## src/rtl/input_conditioner.sv

```systemverilog
// Input front end: two-flop synchronizer, polarity fix-up and per-channel
// debounce, producing clean levels plus single-cycle rise/fall pulses.
module input_conditioner #(
    parameter int unsigned     N_CH      = 6,
    parameter int unsigned     DB_CYCLES = 16,
    parameter int unsigned     CNT_W     = 5,
    parameter logic [N_CH-1:0] INV_MASK  = {{(N_CH-1){1'b0}}, 1'b1}
) (
    input  logic            clk,
    input  logic            reset,
    input  logic [N_CH-1:0] raw_in,
    input  logic            sample_en,
    output logic [N_CH-1:0] level_out,
    output logic [N_CH-1:0] rise_pulse,
    output logic [N_CH-1:0] fall_pulse,
    output logic            any_change
);

    localparam logic [CNT_W-1:0] CNT_LAST = CNT_W'(DB_CYCLES - 1);

    logic [N_CH-1:0]  sync1_q, sync2_q;
    logic [N_CH-1:0]  s;
    logic [N_CH-1:0]  level_q, level_d;
    logic [N_CH-1:0]  rise_q, rise_d;
    logic [N_CH-1:0]  fall_q, fall_d;
    logic [CNT_W-1:0] cnt_q [N_CH];
    logic [CNT_W-1:0] cnt_d [N_CH];

    // Loading INV_MASK makes the post-inversion value 0 while in reset.
    always_ff @(posedge clk) begin
        if (reset) begin
            sync1_q <= INV_MASK;
            sync2_q <= INV_MASK;
        end else begin
            sync1_q <= raw_in;
            sync2_q <= sync1_q;
        end
    end

    assign s = sync2_q ^ INV_MASK;

    always_comb begin
        level_d = level_q;
        rise_d  = '0;
        fall_d  = '0;
        for (int i = 0; i < N_CH; i++) begin
            cnt_d[i] = cnt_q[i];
            if (sample_en) begin
                if (s[i] == level_q[i]) begin
                    cnt_d[i] = '0;
                end else if (cnt_q[i] == CNT_LAST) begin
                    cnt_d[i]   = '0;
                    level_d[i] = s[i];
                    rise_d[i]  = s[i];
                    fall_d[i]  = ~s[i];
                end else begin
                    cnt_d[i] = cnt_q[i] + 1'b1;
                end
            end
        end
    end

    always_ff @(posedge clk) begin
        if (reset) begin
            level_q <= '0;
            rise_q  <= '0;
            fall_q  <= '0;
            for (int i = 0; i < N_CH; i++) begin
                cnt_q[i] <= '0;
            end
        end else begin
            level_q <= level_d;
            rise_q  <= rise_d;
            fall_q  <= fall_d;
            for (int i = 0; i < N_CH; i++) begin
                cnt_q[i] <= cnt_d[i];
            end
        end
    end

    assign level_out  = level_q;
    assign rise_pulse = rise_q;
    assign fall_pulse = fall_q;
    assign any_change = |{rise_q, fall_q};

endmodule

```

## config.mk

```make
export PLATFORM = sky130hd
export DESIGN_NAME = input_conditioner
export DESIGN_NICKNAME = d
export VERILOG_FILES = /design/src/rtl/input_conditioner.sv
export SDC_FILE = /design/constraint.sdc
export NUM_CORES = 1
export LEC_CHECK = 0
export CORE_MARGIN = 8
export CORE_UTILIZATION = 55
export CTS_BUF_LIST = sky130_fd_sc_hd__clkbuf_16
export DETAILED_ROUTE_END_ITERATION = 16
export PLACE_DENSITY = 0.78
export RECOVER_POWER = 25
export SYNTH_ARGS = -nofsm -noshare
export SYNTH_HDL_FRONTEND = slang
export SYNTH_SLANG_ARGS = --single-unit
```

## constraint.sdc

```tcl
create_clock -name clk -period 1.85 [get_ports clk]
set_clock_uncertainty 0.05 [all_clocks]
set_input_delay 0.37 -clock clk [delete_from_list [all_inputs] [get_ports clk]]
set_output_delay 0.37 -clock clk [all_outputs]
set_load 0.01 [all_outputs]
```

==> flow_summary.ini, run 1 <==
[synth]
synth_fp_nets = 278
synth_seq_cells = 60
async_reset_ff_share_pct = 0
synth_edf_count = 0
ys_top_cells_by_count = dfxtp_1 (60), a21oi_1 (28), nand2_1 (26), nand3_1 (24), nor2b_1 (20)
ys_seq_area_share_pct = 48.51
synth_area_mm2 = 0.002476
yosysUniqueCellTypes = 28
yosys.area.top_type = dfxtp_1
ys_top_cells_by_area = dfxtp_1 (49%), a21oi_1 (5.7%), nor2b_1 (5.1%), nand3_1 (4.9%), nand4b_1 (4.2%)
yosys.area.top_type_share_pct = 48.51
syn_avg_cell_area_um2 = 9.415
yosysMostFrequentCell = dfxtp_1
synth_cells = 263
ys_warn_count = 0
synth_ff_type = dfxtp_1

[sta]
min_period_ns = 1.764
worstMarginPinSlew_ns = 0.7174
drv_slew = 0
rsz0062_at_grt = no
fin_crit_sh_pct = 95.33
hold_violations = 0
setup_viol = 0
hold_ws_ns = 0.3611
fmax_ghz = 0.5670
slew_headroom_pct = 52.17
fin_tns_setup_ns = 0

[final_layout]
post-route-util_pct = 70.46
fin_area_mm2 = 0.003068
nFillCells = 344
diodes = 0
synthToLayoutAreaGrowth_pct = 23.90
finalNetCount = 312
drive_above_1_share_pct = 7.616

[worst_setup_path]
required_ns = 1.43
r2r_cells = 3
crit_cells = 1
crit_family = buffers and inverters
path_cells = clkdlybuf4s50_1
reg2reg_slack_ns = 0.35
reg2reg_to = cnt_q[5][3]
reg2reg_from = level_out[5]
slowest_stage = clkdlybuf4s50_1
critPathLaunch = level_out[5]
worst_path_largest_cell_delay_ns = 0.59
endpoint_kind = primary output
endpoint = level_out[5]
cp.arrival_ns = 1.34
crit_fanout = 5
path_buf_inv = 1
cp-start-kind = flip-flop
crit_type = reg2out

[pwr]
p_per_area_mw_per_mm2 = 917.4
ir_worst_vdd_uv = 654.5
p_leak_nw = 1.111

[cts]
cts_setup_buffers = 0
clk_pin_slew_ns = 0.05
root_buffer = clkbuf_16
cts.sink_count = 60
clock_latency_ns = 0.32
cts_buffer_depth = 2
cts_tree = yes
post_cts_resize_count = 2
cts_max_level = 3
holdBufCountCts = 0
cts_buffers = 9

[floorplan]
ios = 28
core_area_mm2 = 0.004354
dieArea_mm2 = 0.006905
rows = 24
die_w_um = 83.10
initial_utilization_pct = 56.87
die_height_um = 83.10

[detailed_routing]
dr.pass1.iters = 4
avgViaCountPerCell = 5.887
postRouteAntennaNets = 0
vias = 2084
drc_errors = 0
wl_per_cell_um = 15.01
drt_iter0_drc = 107
drt-total-wl_um = 5315

[run]
max_cap_viol_count = 0

[grt]
antenna_found_initial = 0
grt_max_degree = 29
grt_usage_pct = 15.88
grt_pass1_wl_um = 9273
use_met2_pct = 25.39
first_global_vias = 2037
grt_remaining_overflow = 0
met1_usage_pct = 18.96
gr-usage-met3_pct = 4.980
top_usage_layer = met2

[hold_path]
min_from = sync1_q[0]
hold_class = reg2reg

[placement]
dpl_cell_area_mm2 = 0.002833
numPortBuffers = 27
hpwl_um = 3612
place_congestion = 0.8073

[run_status]
status = completed
area by class of cell:
| type | count | area, um2 | share of cell area (%) |
|---|---|---|---|
| tap | 52 | 65.06 | 2.121 |
| clock buffer | 9 | 225.2 | 7.341 |
| clock inverter | 7 | 27.53 | 0.8972 |
| inverter | 3 | 11.26 | 0.3670 |
| multi-input combinational | 188 | 1224 | 39.89 |
| timing repair buffer | 35 | 314.1 | 10.24 |
| sequential | 60 | 1201 | 39.15 |
state kept, by name (all words and copies together), names as in the netlist:
name,flops
cnt_q,30
fall_pulse,6
level_out,6
rise_pulse,6
sync1_q,6
sync2_q,6
metrics by stage:
step,worst slack (ns),power (mW),std cells
after floorplan,0.4774,1.411,263
after global placement,0.09753,1.460,338
after detailed placement,0.05796,1.461,338
after CTS,0.06838,2.836,354
after global routing,0.01138,2.894,354
final,0.08639,2.815,354
how the worst min path moves through the flow:
stage	endpoint	slack, ns	depth (start not counted)
3_3_place_gp	sync2_q[0]	0.36	1
5_1_grt	sync2_q[0]	0.38	1
4_1_cts	sync2_q[0]	0.36	1
6_report	sync2_q[0]	0.36	1
2_1_floorplan	sync2_q[0]	0.34	1
3_5_place_dp	sync2_q[0]	0.36	1
layout by cell type (no fill, tap or decap), types with 7 or more instances in the layout:
cell,Yosys,layout
a21oi_1,28,28
and4b_1,7,7
clkbuf_16,0,9
clkdlybuf4s50_1,0,25
dfxtp_1,60,60
nand2_1,26,26
nand3_1,24,24
nand4_1,7,7
nand4b_1,12,12
nor2b_1,20,20
nor3b_1,13,13
o21ai_0,11,11
where the power goes:
group | internal, mW | switching [mW]
registers | 1.31 | 0.0110
logic | 0.0425 | 0.0651
clock network | 0.870 | 0.515
layer usage:
| layer | vias up | wire [um] |
|---|---|---|
| li1 | 1046 | - |
| met1 | 979 | 2478 |
| met2 | 50 | 2480 |
| met3 | 9 | 268 |
| met4 | 0 | 87 |
| met5 | - | 0 |
kinds of logic after synthesis:
logic type / count (synthesis) / share of synthesized area (%)
flip-flops: 60 / 48.51
adder cells (fa/ha/maj): 6 / 3.032
AND/OR/NAND/NOR: 124 / 31.23
AO/OA/AOI/OAI: 49 / 11.12
XOR/XNOR: 9 / 3.790
buffers and inverters: 15 / 2.324
No activity file was read; power rests on OpenSTA's default activity.
==> run 2, diff against run 1 <==
--- a/config.mk
+++ b/config.mk
@@ -5,6 +5,7 @@
 export SDC_FILE = /design/constraint.sdc
 export NUM_CORES = 1
 export LEC_CHECK = 0
+export CORE_ASPECT_RATIO = 1.2
 export CORE_MARGIN = 8
 export CORE_UTILIZATION = 55
 export CTS_BUF_LIST = sky130_fd_sc_hd__clkbuf_16
==> run 2 against run 1 <==
Sequential cell count is the same. Via count grew 0.43%. Critical path depth grew 2. Combinational power grew 6%. Sequential power is essentially flat. Clock power grew 14%. Final cell count grew 2.0%.
==> flow_summary.ini, run 2 (synthesis results as in run 1) <==
[final_layout]
largest_register_ffs = 30
diodes = 0
drive_above_1_share_pct = 9.836
fin_area_mm2 = 0.003146
stdcell_count = 361
finalNetCount = 315
final_common_cell = dfxtp_1
final_cell_mix = dfxtp_1 (60), a21oi_1 (28), nand2_1 (26)
regMostFlops = cnt_q
synthToLayoutAreaGrowth_pct = 27.03

[cts]
cts.sink_count = 60
cts_setup_buffers = 0
post_cts_resize_count = 3
cts_tree = yes
cts_buffer_depth = 2
cts_buffers = 9
clock_latency_ns = 0.33
holdBufCountCts = 0
root_buffer = clkbuf_16
clk_pin_slew_ns = 0.05
cts_max_level = 3

[grt]
grt_max_degree = 24
first_global_vias = 1950
antenna_found_initial = 0
grt_usage_pct = 16.20
grt_remaining_overflow = 0
grt_pass1_wl_um = 8866

[floorplan]
dieArea_mm2 = 0.006914
die_height_um = 89.50
initial_utilization_pct = 57.66
rows = 26
core_area_mm2 = 0.004294
ios = 28
die_w_um = 77.25

[detailed_routing]
wl_per_cell_um = 14.89
postRouteAntennaNets = 0
dr.pass1.iters = 4
avgViaCountPerCell = 5.798
drt-total-wl_um = 5377
drt_iter0_drc = 208
vias = 2093
drc_errors = 0

[placement]
numPortBuffers = 27
hpwl_um = 3534
dpl_cell_area_mm2 = 0.002860
place_congestion = 0.7561
dpl.cell_count = 345

[worst_setup_path]
slowest_stage = dfxtp_1
crit_fanout = 2
worst_path_largest_cell_delay_ns = 0.33
crit_type = reg2out
crit_family = simple AND/OR/NAND/NOR gates
critPathLaunch = rise_pulse[2]
crit_cells = 3
reg2reg_from = level_out[4]
endpoint = any_change
reg2reg_to = cnt_q[4][3]
path_cells = nor4_2, nand3_1, dlygate4sd2_1
reg2reg_slack_ns = 0.40
r2r_cells = 3
endpoint_kind = primary output
required_ns = 1.43
cp.arrival_ns = 1.35
cp-start-kind = flip-flop
path_buf_inv = 1

[pwr]
p_leak_nw = 1.142
fin_total_pwr_mw = 3.020
ir_worst_vdd_uv = 552.9
p_per_area_mw_per_mm2 = 960.0

[sta]
fin_crit_sh_pct = 95.75
drv_slew = 0
rsz0062_at_grt = no
setup_viol = 0
hold_ws_ns = 0.3622
slew_headroom_pct = 47.31
worstMarginPinSlew_ns = 0.7904
min_period_ns = 1.771
fmax_ghz = 0.5645
hold_violations = 0

[run]
max_cap_viol_count = 0

[run_status]
status = completed

[hold_path]
hold_class = reg2reg
## run 2: layer usage
metal  vias to the layer above  global-route usage (%)  share of wire, %
met5                         -                       0                 0
met4                         0                   10.31               2.3
met3                        10                   4.024               4.9
met2                        53                   26.84                47
met1                       984                   18.46                46
li1                       1046                       -                 -
## run 2: worst register-to-register path, cell delays in order (launching register included)
cell and delay [ns]:
dfxtp_1 0.43, xor2_2 0.27, or4b_1 0.46, a31oi_1 0.17
## run 2: power breakdown
group          total [mW]  internal [mW]  switching, mW
combinational       0.114         0.0476         0.0662
clock                1.58           1.02          0.562
sequential           1.32           1.31         0.0117
## run 2: how the worst min path moves through the flow
stage                     startpoint          to  slack, ns  cells after the start
after floorplan           sync1_q[0]  sync2_q[0]       0.34                      1
final                     sync1_q[0]  sync2_q[0]       0.36                      1
after global placement    sync1_q[0]  sync2_q[0]       0.35                      1
after detailed placement  sync1_q[0]  sync2_q[0]       0.35                      1
after global routing      sync1_q[0]  sync2_q[0]       0.38                      1
after CTS                 sync1_q[0]  sync2_q[0]       0.37                      1
## run 2: cell type report
class                      count  area, um2
fill                         332       1149
timing repair buffer          38      347.8
clock buffer                   9      225.2
clock inverter                 7      60.06
tap                           56      70.07
inverter                       3      11.26
multi-input combinational    188       1230
sequential                    60       1201
## run 2: through the flow
step / TNS, ns / worst slack [ns] / utilization [%]
after detailed placement: -0.002722 / -0.002722 / 66.61
after CTS: 0 / 0.06931 / 73.51
after floorplan: 0 / 0.4774 / -
final: 0 / 0.07864 / 73.25
after global routing: 0 / 0.007878 / 73.25
after global placement: 0 / 0.06222 / 66.61
